--- src/rtl/mem_write_pkg.sv ---
// Shared definitions for the memory write stage: FSM encoding and default
// widths, kept in line with the READ and MEM blocks.
package mem_write_pkg;

  localparam int DEF_DATA_WIDTH              = 8;
  localparam int DEF_LOG_MAX_ITERS           = 8;
  localparam int DEF_LOG_MAX_WRITES_PER_ITER = 16;
  localparam int DEF_LOG_MAX_ADDRESS         = 12;
  localparam int DEF_LOG_FIFO_DEPTH          = 2;

  typedef enum logic [1:0] {
    ST_IDLE = 2'd0,
    ST_RUN  = 2'd1,
    ST_DONE = 2'd2
  } state_e;

endpackage

--- src/rtl/mem_write_fifo.sv ---
// Synchronous FIFO with a combinational head word. A push into a full FIFO is
// accepted only when a pop happens in the same cycle.
module mem_write_fifo #(
  parameter int WIDTH     = 8,
  parameter int LOG_DEPTH = 2
) (
  input  logic                 clk,
  input  logic                 rst,
  input  logic                 push,
  input  logic                 pop,
  input  logic [WIDTH-1:0]     din,
  output logic [WIDTH-1:0]     dout,
  output logic                 full,
  output logic                 empty,
  output logic [LOG_DEPTH:0]   count
);

  localparam int DEPTH = 1 << LOG_DEPTH;
  localparam int CW    = LOG_DEPTH + 1;
  localparam int PW    = LOG_DEPTH;
  localparam logic [CW-1:0] DEPTH_CNT = CW'(DEPTH);
  localparam logic [CW-1:0] CNT_ONE   = CW'(1);
  localparam logic [PW-1:0] PTR_ONE   = PW'(1);

  logic [WIDTH-1:0] mem_q [DEPTH];
  logic [WIDTH-1:0] mem_d [DEPTH];
  logic [PW-1:0]    wr_ptr_q, wr_ptr_d;
  logic [PW-1:0]    rd_ptr_q, rd_ptr_d;
  logic [CW-1:0]    count_q, count_d;
  logic             do_push_s;
  logic             do_pop_s;
  logic             full_s;

  // Next-state computation for storage, pointers and occupancy
  always_comb begin
    full_s    = (count_q == DEPTH_CNT);
    do_pop_s  = pop && (count_q != '0);
    do_push_s = push && (!full_s || do_pop_s);

    mem_d = mem_q;
    if (do_push_s) begin
      mem_d[wr_ptr_q] = din;
      wr_ptr_d        = wr_ptr_q + PTR_ONE;
    end else begin
      wr_ptr_d = wr_ptr_q;
    end

    if (do_pop_s) begin
      rd_ptr_d = rd_ptr_q + PTR_ONE;
    end else begin
      rd_ptr_d = rd_ptr_q;
    end

    case ({do_push_s, do_pop_s})
      2'b10:   count_d = count_q + CNT_ONE;
      2'b01:   count_d = count_q - CNT_ONE;
      default: count_d = count_q;
    endcase
  end

  // State registers with synchronous active-low reset
  always_ff @(posedge clk) begin
    if (!rst) begin
      for (int i = 0; i < DEPTH; i++) begin
        mem_q[i] <= '0;
      end
      wr_ptr_q <= '0;
      rd_ptr_q <= '0;
      count_q  <= '0;
    end else begin
      mem_q    <= mem_d;
      wr_ptr_q <= wr_ptr_d;
      rd_ptr_q <= rd_ptr_d;
      count_q  <= count_d;
    end
  end

  assign dout  = mem_q[rd_ptr_q];
  assign full  = full_s;
  assign empty = (count_q == '0);
  assign count = count_q;

endmodule

--- src/rtl/mem_write.sv ---
// Stream-to-memory write stage: buffers upstream words and writes them to
// consecutive, wrapping addresses, num_iters x num_writes_per_iter per job.
module mem_write
  import mem_write_pkg::*;
#(
  parameter int DATA_WIDTH              = DEF_DATA_WIDTH,
  parameter int LOG_MAX_ITERS           = DEF_LOG_MAX_ITERS,
  parameter int LOG_MAX_WRITES_PER_ITER = DEF_LOG_MAX_WRITES_PER_ITER,
  parameter int LOG_MAX_ADDRESS         = DEF_LOG_MAX_ADDRESS,
  parameter int LOG_FIFO_DEPTH          = DEF_LOG_FIFO_DEPTH
) (
  input  logic                               clk,
  input  logic                               rst,
  input  logic                               configure,
  input  logic [LOG_MAX_ITERS-1:0]           num_iters,
  input  logic [LOG_MAX_WRITES_PER_ITER-1:0] num_writes_per_iter,
  input  logic [LOG_MAX_ADDRESS-1:0]         base_address,
  input  logic                               valid_in,
  input  logic [DATA_WIDTH-1:0]              data_in,
  output logic                               avail_out,
  input  logic                               hold,
  output logic                               write,
  output logic [LOG_MAX_ADDRESS-1:0]         address_out,
  output logic [DATA_WIDTH-1:0]              data_out,
  output logic                               done,
  output logic                               error
);

  localparam int LI = LOG_MAX_ITERS;
  localparam int LW = LOG_MAX_WRITES_PER_ITER;
  localparam int LA = LOG_MAX_ADDRESS;
  localparam int TW = LOG_MAX_ITERS + LOG_MAX_WRITES_PER_ITER;
  localparam int CW = LOG_FIFO_DEPTH + 1;
  // One slot is kept free for a word already launched by upstream.
  localparam logic [CW-1:0] AVAIL_LIMIT = CW'((1 << LOG_FIFO_DEPTH) - 2);
  localparam logic [CW-1:0] CNT_ONE     = CW'(1);

  state_e            state_q, state_d;
  logic [LI-1:0]     iters_q, iters_d;
  logic [LI-1:0]     iter_q, iter_d;
  logic [LW-1:0]     wpi_q, wpi_d;
  logic [LW-1:0]     idx_q, idx_d;
  logic [LA-1:0]     addr_q, addr_d;
  logic [TW-1:0]     total_q, total_d;
  logic [TW-1:0]     accepted_q, accepted_d;
  logic              write_q, write_d;
  logic [LA-1:0]     address_out_q, address_out_d;
  logic [DATA_WIDTH-1:0] data_out_q, data_out_d;
  logic              avail_q, avail_d;
  logic              done_q, done_d;
  logic              error_q, error_d;

  logic              in_run_s;
  logic              push_s;
  logic              pop_s;
  logic              last_write_s;
  logic [CW-1:0]     occ_next_s;
  logic [DATA_WIDTH-1:0] fifo_dout_s;
  logic              fifo_full_s;
  logic              fifo_empty_s;
  logic [CW-1:0]     fifo_count_s;

  mem_write_fifo #(
    .WIDTH     (DATA_WIDTH),
    .LOG_DEPTH (LOG_FIFO_DEPTH)
  ) u_fifo (
    .clk   (clk),
    .rst   (rst),
    .push  (push_s),
    .pop   (pop_s),
    .din   (data_in),
    .dout  (fifo_dout_s),
    .full  (fifo_full_s),
    .empty (fifo_empty_s),
    .count (fifo_count_s)
  );

  // Accept/write handshakes, FSM next state and registered output values
  always_comb begin
    in_run_s     = (state_q == ST_RUN);
    pop_s        = in_run_s && !fifo_empty_s && !hold;
    push_s       = in_run_s && valid_in && (accepted_q < total_q)
                   && (!fifo_full_s || pop_s);
    last_write_s = (iter_q == (iters_q - LI'(1))) && (idx_q == (wpi_q - LW'(1)));

    state_d       = state_q;
    iters_d       = iters_q;
    iter_d        = iter_q;
    wpi_d         = wpi_q;
    idx_d         = idx_q;
    addr_d        = addr_q;
    total_d       = total_q;
    accepted_d    = accepted_q;
    write_d       = 1'b0;
    address_out_d = address_out_q;
    data_out_d    = data_out_q;
    done_d        = 1'b0;
    // Any offered word that is not pushed is a protocol violation and is dropped.
    error_d       = error_q | (valid_in && !push_s);

    case (state_q)
      ST_IDLE: begin
        if (configure) begin
          iters_d    = num_iters;
          wpi_d      = num_writes_per_iter;
          addr_d     = base_address;
          total_d    = TW'(num_iters) * TW'(num_writes_per_iter);
          iter_d     = '0;
          idx_d      = '0;
          accepted_d = '0;
          if ((num_iters == '0) || (num_writes_per_iter == '0)) begin
            state_d = ST_DONE;
          end else begin
            state_d = ST_RUN;
          end
        end else begin
          state_d = ST_IDLE;
        end
      end
      ST_RUN: begin
        if (push_s) begin
          accepted_d = accepted_q + TW'(1);
        end else begin
          accepted_d = accepted_q;
        end
        if (pop_s) begin
          write_d       = 1'b1;
          address_out_d = addr_q;
          data_out_d    = fifo_dout_s;
          addr_d        = addr_q + LA'(1);
          if (idx_q == (wpi_q - LW'(1))) begin
            idx_d  = '0;
            iter_d = iter_q + LI'(1);
          end else begin
            idx_d  = idx_q + LW'(1);
            iter_d = iter_q;
          end
          if (last_write_s) begin
            state_d = ST_DONE;
          end else begin
            state_d = ST_RUN;
          end
        end else begin
          state_d = ST_RUN;
        end
      end
      ST_DONE: begin
        done_d  = 1'b1;
        state_d = ST_IDLE;
      end
      default: begin
        state_d = ST_IDLE;
      end
    endcase

    case ({push_s, pop_s})
      2'b10:   occ_next_s = fifo_count_s + CNT_ONE;
      2'b01:   occ_next_s = fifo_count_s - CNT_ONE;
      default: occ_next_s = fifo_count_s;
    endcase

    avail_d = (state_d == ST_RUN) && (occ_next_s <= AVAIL_LIMIT) && (accepted_d < total_d);
  end

  // State and output registers with synchronous active-low reset
  always_ff @(posedge clk) begin
    if (!rst) begin
      state_q       <= ST_IDLE;
      iters_q       <= '0;
      iter_q        <= '0;
      wpi_q         <= '0;
      idx_q         <= '0;
      addr_q        <= '0;
      total_q       <= '0;
      accepted_q    <= '0;
      write_q       <= 1'b0;
      address_out_q <= '0;
      data_out_q    <= '0;
      avail_q       <= 1'b0;
      done_q        <= 1'b0;
      error_q       <= 1'b0;
    end else begin
      state_q       <= state_d;
      iters_q       <= iters_d;
      iter_q        <= iter_d;
      wpi_q         <= wpi_d;
      idx_q         <= idx_d;
      addr_q        <= addr_d;
      total_q       <= total_d;
      accepted_q    <= accepted_d;
      write_q       <= write_d;
      address_out_q <= address_out_d;
      data_out_q    <= data_out_d;
      avail_q       <= avail_d;
      done_q        <= done_d;
      error_q       <= error_d;
    end
  end

  assign write       = write_q;
  assign address_out = address_out_q;
  assign data_out    = data_out_q;
  assign avail_out   = avail_q;
  assign done        = done_q;
  assign error       = error_q;

endmodule

--- config.mk ---
export PLATFORM = sky130hd
export DESIGN_NAME = mem_write
export DESIGN_NICKNAME = d
export VERILOG_FILES = /design/src/rtl/mem_write_pkg.sv /design/src/rtl/mem_write_fifo.sv /design/src/rtl/mem_write.sv
export SDC_FILE = /design/constraint.sdc
export NUM_CORES = 1
export LEC_CHECK = 0
export CAP_MARGIN = 15
export CORE_AREA = 4 4 204 206
export CTS_BUF_LIST = sky130_fd_sc_hd__clkbuf_8
export DETAILED_ROUTE_END_ITERATION = 16
export DIE_AREA = 0 0 208 210
export PLACE_DENSITY = 0.62
export SLEW_MARGIN = 5
export SYNTH_ARGS = -nofsm -noshare
export SYNTH_HDL_FRONTEND = slang
export SYNTH_HIERARCHICAL = 1
export SYNTH_SLANG_ARGS = --single-unit
--- constraint.sdc ---
create_clock -name clk -period 8.8 [get_ports clk]
set_input_delay 2.64 -clock clk [delete_from_list [all_inputs] [get_ports clk]]
set_output_delay 2.64 -clock clk [all_outputs]
set_load 0.05 [all_outputs]
==> impl_metrics.csv <==
group,metric,value,unit
cts,clk_pin_slew,0.11,ns
yosys,ys_warn_count,6,
detailed_routing,routed_wl,36.71,mm
detailed_routing,antenna_left,0,
worst_setup_path,cp_slowest_cell,"fa_1",
worst_setup_path,critPathLaunchType,"input pin",
place,gp_congestion,0.8511,
final_layout,mostFrequentLayoutCells,"nand2_1, dfxtp_1, inv_1",
floorplanning,dieArea,43680,um^2
worst_setup_path,critPathTopFamily,"adder cells",
cts,cts_buffers,17,
place,dpl.hpwl,28.28,mm
final_layout,multiInputGateArea,9518,um^2
timing,slew_violations,0,
timing,finClkSkew,0.01080,ns
final_layout,final_cell_count_no_fill,2341,
worst_setup_path,crit_path_end_kind,"flip-flop",
floorplanning,start_util,34.78,%
min_path,hp-start,"u_fifo/mem_q[24]",
worst_setup_path,crit_arrival,8.90,ns
grt,grt_pass1_wl,61.72,mm
floorplanning,die_x,208,um
final_layout,final_nets,2039,
worst_setup_path,crit_start,"num_writes_per_iter[2]",
yosys,synth-seq-area-share,25.12,%
yosys,synthesis.nets,1910,
yosys,synth_area_per_cell,8.240,um^2
timing,slew-limit-headroom,21.11,%
worst_setup_path,setup.worst_path.class,"in -> reg",
grt,antenna_found_initial,1,
worst_setup_path,crit_fanout,4,
cts,hold_buffers,0,
timing,hold_viol,0,
detailed_routing,firstDrtPassIters,7,
yosys,synth_flop_cell,"dfxtp_1",
yosys,synth_cells,1673,
cts,htreeDepth,4,
yosys,synth-edff-count,0,
detailed_routing,route.detailed.drc,0,
worst_setup_path,cp_common_cell,"fa_1",
final_layout,regArea,3463,um^2
floorplanning,fp-row-count,73,
cts,clk_path_buf_depth,2,
worst_setup_path,crit_buf_inv,7,
worst_setup_path,crit_path_max_incr_delay,0.54,ns
grt,grt_usage,16.99,%
timing,max_freq,0.1177,GHz
detailed_routing,routed-via-count,11970,
detailed_routing,wl_per_cell,15.68,um
cts,clock_sinks,173,
yosys,async_flop_share,0,%
timing,min_period,8.499,ns
power_and_ir_drop,power_density,205.6,nW/um^2
power_and_ir_drop,vdd_drop_max,121.8,uV
grt,grt_pass1_vias,12060,
final_layout,finalInstanceArea,16250,um^2
floorplanning,core,39640,um^2
timing,setup_violations,0,
detailed_routing,viasPerCell,5.111,
final_layout,drive_above_1_share,10.53,%
grt,grt_start_max_net_pins,81,
flow_run,maxCapViolCount,0,
timing,worst_pin_slew,1.179,ns
power_and_ir_drop,leakagePower,7.015,nW
min_path,hold_class,"reg -> reg",
final_layout,mostFrequentLayoutCell,"nand2_1",
grt,overflow,0,
floorplanning,io_pins,73,
yosys,ys_ff_latch,173,
final_layout,final_util,40.99,%
worst_setup_path,worst-endpoint-required,9.20,ns
place,placedInstanceArea,15720,um^2
yosys,netlist_area,13790,um^2
worst_setup_path,r2r_start,"state_q[0]",
cts,cts_tree,"done",
cts,root_buffer,"clkbuf_8",
final_layout,synthToLayoutAreaGrowth,17.87,%
final_layout,fill_cells,4017,
outcome,status,"finished, final reports clean",
detailed_routing,drt-initial-drc-count,613,
yosys,ys_types,72,
floorplanning,dieHeight,210,um
cts,clk_latency,0.50,ns
place,dpl.cell_count,2306,
place,io_buffers,72,
timing,rsz0062_at_grt,"false",
timing,period_share,96.57,%
-- cells in the mapped netlist, types with 9 or more instances --
library cell | count | share of area [%]
ha_1 | 102 | 9.3
and3_1 | 20 | 0.91
inv_1 | 153 | 4.2
nand3_1 | 31 | 1.1
nor4_1 | 14 | 0.64
a31oi_1 | 14 | 0.64
o31ai_1 | 9 | 0.49
dfxtp_1 | 173 | 25
nand2_1 | 249 | 6.8
o21ai_0 | 46 | 1.7
nor2_1 | 86 | 2.3
buf_1 | 10 | 0.27
o2111ai_1 | 11 | 0.70
o211ai_1 | 16 | 0.87
nand4_1 | 20 | 0.91
a21oi_1 | 136 | 4.9
nor3_1 | 23 | 0.83
xor2_1 | 14 | 0.89
clkbuf_1 | 62 | 1.7
a21o_1 | 23 | 1.3
xnor2_1 | 33 | 2.1
mux2i_1 | 59 | 4.3
a211oi_1 | 9 | 0.49
and2_1 | 128 | 5.8
o21a_1 | 9 | 0.49
fa_1 | 86 | 12
nor2b_1 | 10 | 0.45
-- sequential cells by signal, indices dropped and copies added (netlist names), 12 cells and up --
| name | count |
|---|---|
| u_fifo/mem_q | 32 |
| wpi_q | 16 |
| idx_q | 16 |
| accepted_q | 24 |
| addr_q | 12 |
| total_q | 24 |
| address_out | 12 |
-- final cells by class --
| class | count | share of cell area (%) |
|---|---|---|
| Timing Repair Buffer | 188 | 10.01 |
| Sequential cell | 173 | 21.31 |
| Clock buffer | 17 | 1.440 |
| Multi-Input combinational cell | 1268 | 58.57 |
| Antenna cell | 2 | 0.03080 |
| Inverter | 154 | 3.557 |
| Tap cell | 525 | 4.043 |
| Clock inverter | 14 | 1.032 |
-- stage by stage --
step | TNS (ns) | power, mW | hold WS (ns) | setup slack (ns)
2_1_floorplan | 0 | 2.051 | 0.4315 | 0.2751
3_3_place_gp | -0.3845 | 2.661 | 0.4392 | -0.3845
3_5_place_dp | -0.4855 | 2.686 | 0.4464 | -0.4855
4_1_cts | 0 | 3.305 | 0.4616 | 0.03110
5_1_grt | 0 | 3.650 | 0.4801 | 0.007964
6_report | 0 | 3.341 | 0.4600 | 0.3014
-- metal layers --
layer  part of all wire [%]  global-route usage, %
met5                      0                      0
met4                    2.1                  4.757
met3                    3.4                  2.724
met2                     47                  28.60
met1                     48                  22.81
-- tightest hold or removal path, delay by kind of cell (launching register included) --
family	cells	cell delay [ns]
multiplexers	1	0.05
flip-flops	1	0.32
AND/OR/NAND/NOR	1	0.05
-- cell families after synthesis --
| kind of cell | synth area share (%) |
|---|---|
| fa+ha+maj | 21.75 |
| mux | 5.836 |
| flops | 25.12 |
| compound gates | 14.61 |
| simple gates | 23.31 |
| xor+xnor | 2.986 |
| buf+inv | 6.390 |
-- worst paths after layout --
path                      endpoint  slack, ns  depth (start not counted)
hold reg to reg   u_fifo/mem_q[24]       0.46                          2
setup / recovery         avail_out       0.30                         26
setup reg to reg         avail_out       3.84                         16
hold / removal    u_fifo/mem_q[24]       0.46                          2
-- where the power goes --
group	internal, mW	switching [mW]	total (mW)
logic	0.860	1.02	1.88
registers	0.834	0.0414	0.876
clock network	0.239	0.350	0.589
-- timing repair --
item,4_1_cts,5_1_grt
setup buffers,0,1
setup endpoints to repair,0,1
resized for setup,0,31
No activity file was read; power rests on OpenSTA's default activity.
